[src/rtl/led_scroll_ctrl.sv]
// Two-digit 16-segment LED scroll sequencer with a loadable glyph buffer.
// Optional feature: define SCROLL_LOOP_EN to wrap the message endlessly instead of flushing.
module led_scroll_ctrl #(
    parameter int unsigned TICK_DIV = 4194304,
    parameter int unsigned DEPTH    = 32,
    parameter logic [15:0] BLANK    = 16'hFFFF
) (
    input  logic                       clk,
    input  logic                       rst_n,
    input  logic                       wr_valid,
    input  logic [15:0]                wr_data,
    output logic                       wr_ready,
    input  logic                       clr,
    input  logic                       start,
    input  logic                       stop,
    output logic                       busy,
    output logic                       done,
    output logic [$clog2(DEPTH):0]     len,
    output logic [15:0]                led_a,
    output logic [15:0]                led_b
);

    localparam int IDX_W = (DEPTH > 1) ? $clog2(DEPTH) : 1;
    localparam int LEN_W = $clog2(DEPTH) + 1;
    localparam int CNT_W = $clog2(TICK_DIV);

    typedef enum logic [1:0] {IDLE, RUN, FLUSH} state_t;

    state_t            state;
    logic [CNT_W-1:0]  tick_cnt;
    logic [IDX_W-1:0]  rd_idx;
    logic              flush_cnt;
    logic [15:0]       mem [DEPTH];

    logic tick;
    logic last_idx;
    logic wr_fire;

    assign wr_ready = (state == IDLE) && (len < LEN_W'(DEPTH)) && !clr;
    assign wr_fire  = wr_valid && wr_ready;
    assign tick     = (tick_cnt == CNT_W'(TICK_DIV - 1));
    assign last_idx = (LEN_W'(rd_idx) == len - LEN_W'(1));

    // NOTE: the glyph array has no reset; len alone defines which entries are valid,
    // and leaving it unreset lets it map onto plain RAM.
    always_ff @(posedge clk) begin
        if (rst_n && wr_fire)
            mem[len[IDX_W-1:0]] <= wr_data;
    end

    // NOTE: all state here uses non-blocking assignments so every register samples
    // pre-edge values; e.g. led_a <= led_b takes the old right digit.
    always_ff @(posedge clk) begin
        if (!rst_n) begin
            state     <= IDLE;
            busy      <= 1'b0;
            done      <= 1'b0;
            len       <= '0;
            tick_cnt  <= '0;
            rd_idx    <= '0;
            flush_cnt <= 1'b0;
            led_a     <= BLANK;
            led_b     <= BLANK;
        end else begin
            done <= 1'b0;
            case (state)
                IDLE: begin
                    if (clr)
                        len <= '0;
                    else if (wr_fire)
                        len <= len + LEN_W'(1);
                    if (start && !stop && len != '0) begin
                        state    <= RUN;
                        busy     <= 1'b1;
                        tick_cnt <= '0;
                        rd_idx   <= '0;
                    end
                end
                RUN, FLUSH: begin
                    if (stop) begin
                        state <= IDLE;
                        busy  <= 1'b0;
                        led_a <= BLANK;
                        led_b <= BLANK;
                    end else begin
                        tick_cnt <= tick ? '0 : tick_cnt + CNT_W'(1);
                        if (tick) begin
                            led_a <= led_b;
                            if (state == RUN) begin
                                led_b <= mem[rd_idx];
                                if (last_idx) begin
`ifdef SCROLL_LOOP_EN
                                    rd_idx <= '0;
`else
                                    state     <= FLUSH;
                                    flush_cnt <= 1'b0;
`endif
                                end else begin
                                    rd_idx <= rd_idx + IDX_W'(1);
                                end
                            end else begin
                                // Two blank shifts push the last glyph off the left digit.
                                led_b <= BLANK;
                                if (flush_cnt) begin
                                    state <= IDLE;
                                    busy  <= 1'b0;
                                    done  <= 1'b1;
                                end else begin
                                    flush_cnt <= 1'b1;
                                end
                            end
                        end
                    end
                end
                default: state <= IDLE;
            endcase
        end
    end

endmodule

[config.mk]
export PLATFORM = sky130hd
export DESIGN_NAME = led_scroll_ctrl
export DESIGN_NICKNAME = d
export VERILOG_FILES = /design/src/rtl/led_scroll_ctrl.sv
export SDC_FILE = /design/constraint.sdc
export NUM_CORES = 1
export LEC_CHECK = 0
export BUFFER_PORTS_ARGS = -buffer_cell sky130_fd_sc_hd__buf_4
export CORE_MARGIN = 5
export CORE_UTILIZATION = 37
export CTS_BUF_LIST = sky130_fd_sc_hd__clkbuf_4 sky130_fd_sc_hd__clkbuf_8
export DETAILED_ROUTE_END_ITERATION = 10
export GPL_TIMING_DRIVEN = 0
export PLACE_DENSITY_LB_ADDON = 0.12
export SLEW_MARGIN = 20
export SYNTH_ARGS = -nofsm -noshare
export SYNTH_HDL_FRONTEND = slang
export SYNTH_SLANG_ARGS = --single-unit
[constraint.sdc]
create_clock -name clk -period 2.6 [get_ports clk]
set_input_delay 0.13 -clock clk [delete_from_list [all_inputs] [get_ports clk]]
set_output_delay 0.13 -clock clk [all_outputs]
set_load 0.005 [all_outputs]
Yosys cells after proc, flatten, opt, wreduce, memory -nomap -nowiden
Memories as Yosys holds them, arrays and structs flattened. A register that Yosys moved wholly into a read port is not among the register bits.
Cells that the tools add are included.
{"block": "totals", "register_bits": 70, "latchBits": 0, "mem_bits_rw": 512, "rom_bits": 0, "inputBits": 22, "output_inout_bits": 41, "memories": 1}
{"block": "op_classes", "n_addsub": 4, "mul": 0, "div": 0, "n_lt_le_gt_ge": 1, "eq_ne": 15, "n_shift": 0, "n_mux": 37, "bitwise_logic": 4, "n_reduce_logical": 22}
{"name": "mem", "depth": 32, "width": 16, "rd": 1, "rd_clocked_by_memory_dff": 1, "wr": 1, "line": "33", "source": "logic [15:0] mem [DEPTH];"}
{"operator": "$mux W16", "n": 5}
{"operator": "$mux W22", "n": 3}
{"operator": "$pmux W22 S2", "n": 1}
{"operator": "$mux W5", "n": 7}
{"operator": "$add A22 B1 Y22 const B", "n": 1}
{"operator": "$eq A22 B22 Y1 const B", "n": 1}
{"operator": "$mux W2", "n": 6}
{"operator": "$mux W6", "n": 2}
{"operator": "$mux W1", "n": 10}
{"operator": "$ne A2 B2 Y1 const B", "n": 5}
{"operator": "$pmux W5 S2", "n": 1}
{"operator": "$ne A3 B3 Y1 const B", "n": 3}
{"operator": "$ne A4 B4 Y1 const B", "n": 2}
{"operator": "$reduce_and A4 Y1", "n": 2}
{"operator": "$add A6 B1 Y6 const B", "n": 1}
{"operator": "$eq A5 B6 Y1", "n": 1}
{"operator": "$logic_and A1 B1 Y1", "n": 6}
{"operator": "$lt A6 B6 Y1 const B", "n": 1}
{"operator": "$reduce_and A6 Y1", "n": 1}
{"operator": "$reduce_bool A2 Y1", "n": 3}
{"operator": "$reduce_bool A6 Y1", "n": 1}
{"operator": "$sub A6 B1 Y6 const B", "n": 1}
{"operator": "$add A5 B1 Y5 const B", "n": 1}
{"operator": "$reduce_and A5 Y1", "n": 1}
{"operator": "other kinds (12)", "n": 17}

Depth between registers and ports, before layout
{"block": "depth", "word_depth": 9, "mapped_depth": 10}

Worst setup path before layout
Ideal clock, no wire load.
{"block": "synth_timing", "kind": "reg-to-reg", "startpoint": "register state[0]", "endpoint": "memory mem[3][0], enable pin", "setup_time_ps": 389, "arrival_time_ps": 2324, "slack_ps": -113, "stages_incl_launch_ff": 9, "n_path_buf": 1, "period_less_slack_ps": 2713, "path_cell_list": "dfxtp_1 -> inv_1 -> ha_1 -> clkbuf_1 -> nor3b_1 -> nand2_1 -> nor2_1 -> nand2_1 -> nor2_1"}
{"block": "synth_via", "elab_chain_len": 7}
{"element": "start, declared", "line": "29", "source": "state_t state;"}
{"element": "start signal, assigned", "line": "55", "source": "state <= IDLE;"}
{"element": "start signal, assigned", "line": "73", "source": "state <= RUN;"}
{"element": "start signal, assigned", "line": "81", "source": "state <= IDLE;"}
{"element": "$logic_not A2 Y1", "line": "39", "source": "assign wr_ready = (state == IDLE) && (len < LEN_W'(DEPTH)) && !clr;"}
{"element": "$logic_and A1 B1 Y1 (2 in series)", "line": "39"}
{"element": "named net wr_ready", "line": "12", "source": "output logic wr_ready,"}
{"element": "$logic_and A1 B1 Y1", "line": "40", "source": "assign wr_fire = wr_valid && wr_ready;"}
{"element": "$logic_and A1 B1 Y1", "line": "47", "source": "if (rst_n && wr_fire)"}
{"element": "$mux W1", "line": "47"}
{"element": "$mux W1 (not written as such)", "line": "48", "source": "mem[len[IDX_W-1:0]] <= wr_data;"}
{"element": "end, declared", "line": "33"}
The timed path passes the listed nets, and every way through them passes these cells.

==> flow_summary_export.csv <==
group,metric,value,unit
timing,fin_crit_sh,98.3,%
worst_hold_path,min-delay-start,"stop",
floorplan,core,0.0617,sq mm
layout,final_core_util,46.0,%
timing,max_freq,0.391,GHz
detailed_routing,drc,0,
layout,multi_input_area,0.00634,sq mm
detailed_routing,totalWireLength,62.5,mm
global_route,use_met1,26.2,%
synthesis,synth_top_area_share,66.8,%
timing,rsz0062_at_grt,"true",
setup_path,crit_type,"reg -> reg",
worst_hold_path,hold_class,"in -> reg",
timing,min_period,2.56,ns
setup_path,r2r_cells,6,
global_route,use_met3,3.97,%
timing,finClkSkew,0.0375,ns
detailed_routing,antenna_left,0,
place,gp_congestion,0.828,
detailed_routing,wire_per_inst,25.1,um
timing,slew_headroom,40.8,%
timing,setup_tns,0,ns
setup_path,crit_cells,6,
synthesis,synthMostInstantiatedCell,"edfxtp_1",
timing,holdWs,0.116,ns
run,maxCapViolCount,0,
clock_tree,cts_buffers,99,
setup_path,crit_buf_inv,2,
clock_tree,clkSinkCount,587,
timing,setup_slack,0.0447,ns
synthesis,ys_top_cells_by_area,"edfxtp_1, dfxtp_1, mux4_2",
setup_path,r2r_slack,0.04,ns
synthesis,syn_nets,1347,
detailed_routing,via_per_inst,5.26,
timing,setup_viol_count_final,0,
worst_hold_path,whs_path_depth,6,
setup_path,reg2reg_to,"led_b[3]$_SDFFE_PN1P_",
power,finalPower,0.0215,W
layout,fillers,5464,
setup_path,crit_path_start_kind,"flip-flop",
setup_path,cp-end-kind,"flip-flop",
floorplan,rows,91,
synthesis,ys_warn_count,0,
detailed_routing,drt_iter0_drc,1010,
power,p_leak,9.07,nW
setup_path,crit_path_top_delay_cell,"clkbuf_1",
setup_path,cp_top_family,"buffers and inverters",
global_route,grt_max_degree,33,
floorplan,die_w,259,um
clock_tree,clock_latency,0.69,ns
global_route,gr-usage-met2,28.3,%
clock_tree,cts_tree,"done",
layout,seq_area,0.0169,sq mm
synthesis,async_flop_share,0,%
global_route,top_usage_layer,"met2",
layout,fin_nets,1600,
worst_hold_path,hold_path_end,"busy$_SDFFE_PN0P_",
setup_path,crit_path_cell_trace,"clkbuf_2 > clkbuf_1 > mux4_2 > a22oi_1 > nand3_1 > o211a_1",
synthesis,netlist_area,0.0230,sq mm
global_route,groute.usage.overall,18.4,%
synthesis,synthCells,1315,
global_route,grt_pass1_vias,13171,
power,ir_drop,435,uV
floorplan,ios,63,
clock_tree,clock_path_buffers,3,
power,powerDensity,756,mW/mm^2
synthesis,synth_commonest_cells,"edfxtp_1, mux2i_1, nor2_1",
setup_path,crit_arrival,3.11,ns
status,status,"finished clean",
global_route,grt-ovfl-total,0,
synthesis,synth_flop_cell,"edfxtp_1",
synthesis,synth_enable_flop_cells,512,
setup_path,worstPathMaxFanout,10,
timing,finalHoldViolations,0,
synthesis,ys_types,62,
floorplan,initial_core_util,37.3,%
clock_tree,h-tree-depth,3,
synthesis,synth-seq-cells,587,
detailed_routing,vias,13083,
layout,syn_to_final_growth,23.3,%
global_route,grt_pass1_wl,90.0,mm
clock_tree,path_clk_slew,0.06,ns
clock_tree,ctsRootBufferMaster,"clkbuf_8",
setup_path,critPathRequiredTime,3.16,ns
floorplan,fp.dieH,259,um
timing,slew_viol_final,0,
synthesis,yosysSeqAreaShare,73.3,%
detailed_routing,drt-pass1-iter-count,5,
place,port_buffers,62,
floorplan,die_area,0.0673,sq mm
synthesis,yosys.area.top_type,"edfxtp_1",
timing,worst_pin_slew,0.887,ns
synthesis,synth_area_per_cell,17.5,sq um
global_route,antenna_found_initial,1,
layout,drive_gt1_share,31.4,%
setup_path,slowest_delay,0.58,ns
place,dp_hpwl,41.8,mm
place,post-place-ws,-0.861,ns
==> kinds of logic (layout without fill, tap and decap cells) <==
| logic type | after synthesis | after routing | share of synthesized area, % |
|---|---|---|---|
| other cells | 0 | 1 | 0 |
| simple gates | 197 | 197 | 4.34 |
| flops | 587 | 587 | 73.3 |
| compound gates | 205 | 205 | 7.02 |
| mux | 199 | 199 | 12.1 |
| xor+xnor | 27 | 27 | 1.03 |
| fa+ha+maj | 10 | 10 | 0.544 |
| buf+inv | 90 | 424 | 1.64 |
==> routing by layer <==
| layer | part of all wire [%] | up-vias |
|---|---|---|
| met2 | 46 | 388 |
| met5 | 0 | - |
| met3 | 6.3 | 93 |
| met4 | 2.6 | 0 |
| li1 | - | 5889 |
| met1 | 45 | 6713 |
==> stage by stage <==
stage	std cells	instance area, sq um
floorplan	1315	23000
global placement	2214	24500
detailed placement	2240	25000
CTS	2474	28100
global route	2487	28400
finish	2487	28400
==> layout by cell type, fill, tap and decap left out, drive strengths merged, types with 18 or more instances in the layout <==
cell type / instances
edfxtp: 512
nor2: 76
mux2i: 135
dlygate4sd3: 23
xnor2: 18
mux4: 64
clkbuf: 199
a221oi: 64
buf: 164
dfxtp: 75
nand2: 32
o21ai: 37
nand3: 42
a22oi: 33
==> worst min-delay path, stage by stage <==
cell      delay (ns)
buf_4           0.09
inv_1           0.07
o311ai_1        0.13
a21oi_1         0.10
mux2i_1         0.14
a21oi_1         0.08
==> flip-flops by register name, summed over array words and instances (netlist names), named ones only <==
signal	flops
tick_cnt	22
mem	512
rd_idx	5
state	2
busy	1
flush_cnt	1
led_a	16
done	1
len	6
led_b	16
==> repair_timing <==
action,CTS,global route
buffers inserted,32,13
endpoints found under the setup margin,562,133
gates resized for setup,129,44
pin swaps,29,11
hold buffers,23,0
hold endpoints to repair,522,0
==> power breakdown <==
part | internal (W) | leakage, nW | switching [W] | total [W]
clock | 0.00475 | 1.09 | 0.00357 | 0.00832
combinational | 0.00112 | 2.77 | 0.00157 | 0.00269
sequential | 0.0104 | 5.21 | 0.0000804 | 0.0104
==> worst max path at each step <==
stage / start / end / slack (ns)
after floorplan: state[0]$_SDFFE_PN0P_ / mem[3][0]$_DFFE_PP_ / -0.11
after global placement: state[0]$_SDFFE_PN0P_ / mem[18][5]$_DFFE_PP_ / -1.41
after detailed placement: state[0]$_SDFFE_PN0P_ / mem[15][11]$_DFFE_PP_ / -0.86
after CTS: flip-flop / led_b[7]$_SDFFE_PN1P_ / 0.004
after global routing: state[1]$_SDFFE_PN0P_ / mem[13][11]$_DFFE_PP_ / -0.03
final: flip-flop / led_b[3]$_SDFFE_PN1P_ / 0.04
==> final cells by class <==
type                       instances  share of cell area [%]
clock buffer                     162                    6.80
tap                              837                    3.69
sequential                       587                    59.5
antenna                            1                 0.00882
clock inverter                    20                   0.401
buffer                            69                    1.43
multi-input combinational        638                    22.3
timing repair buffer             156                    5.63
inverter                          17                   0.225
No activity file was read; power rests on OpenSTA's default activity.
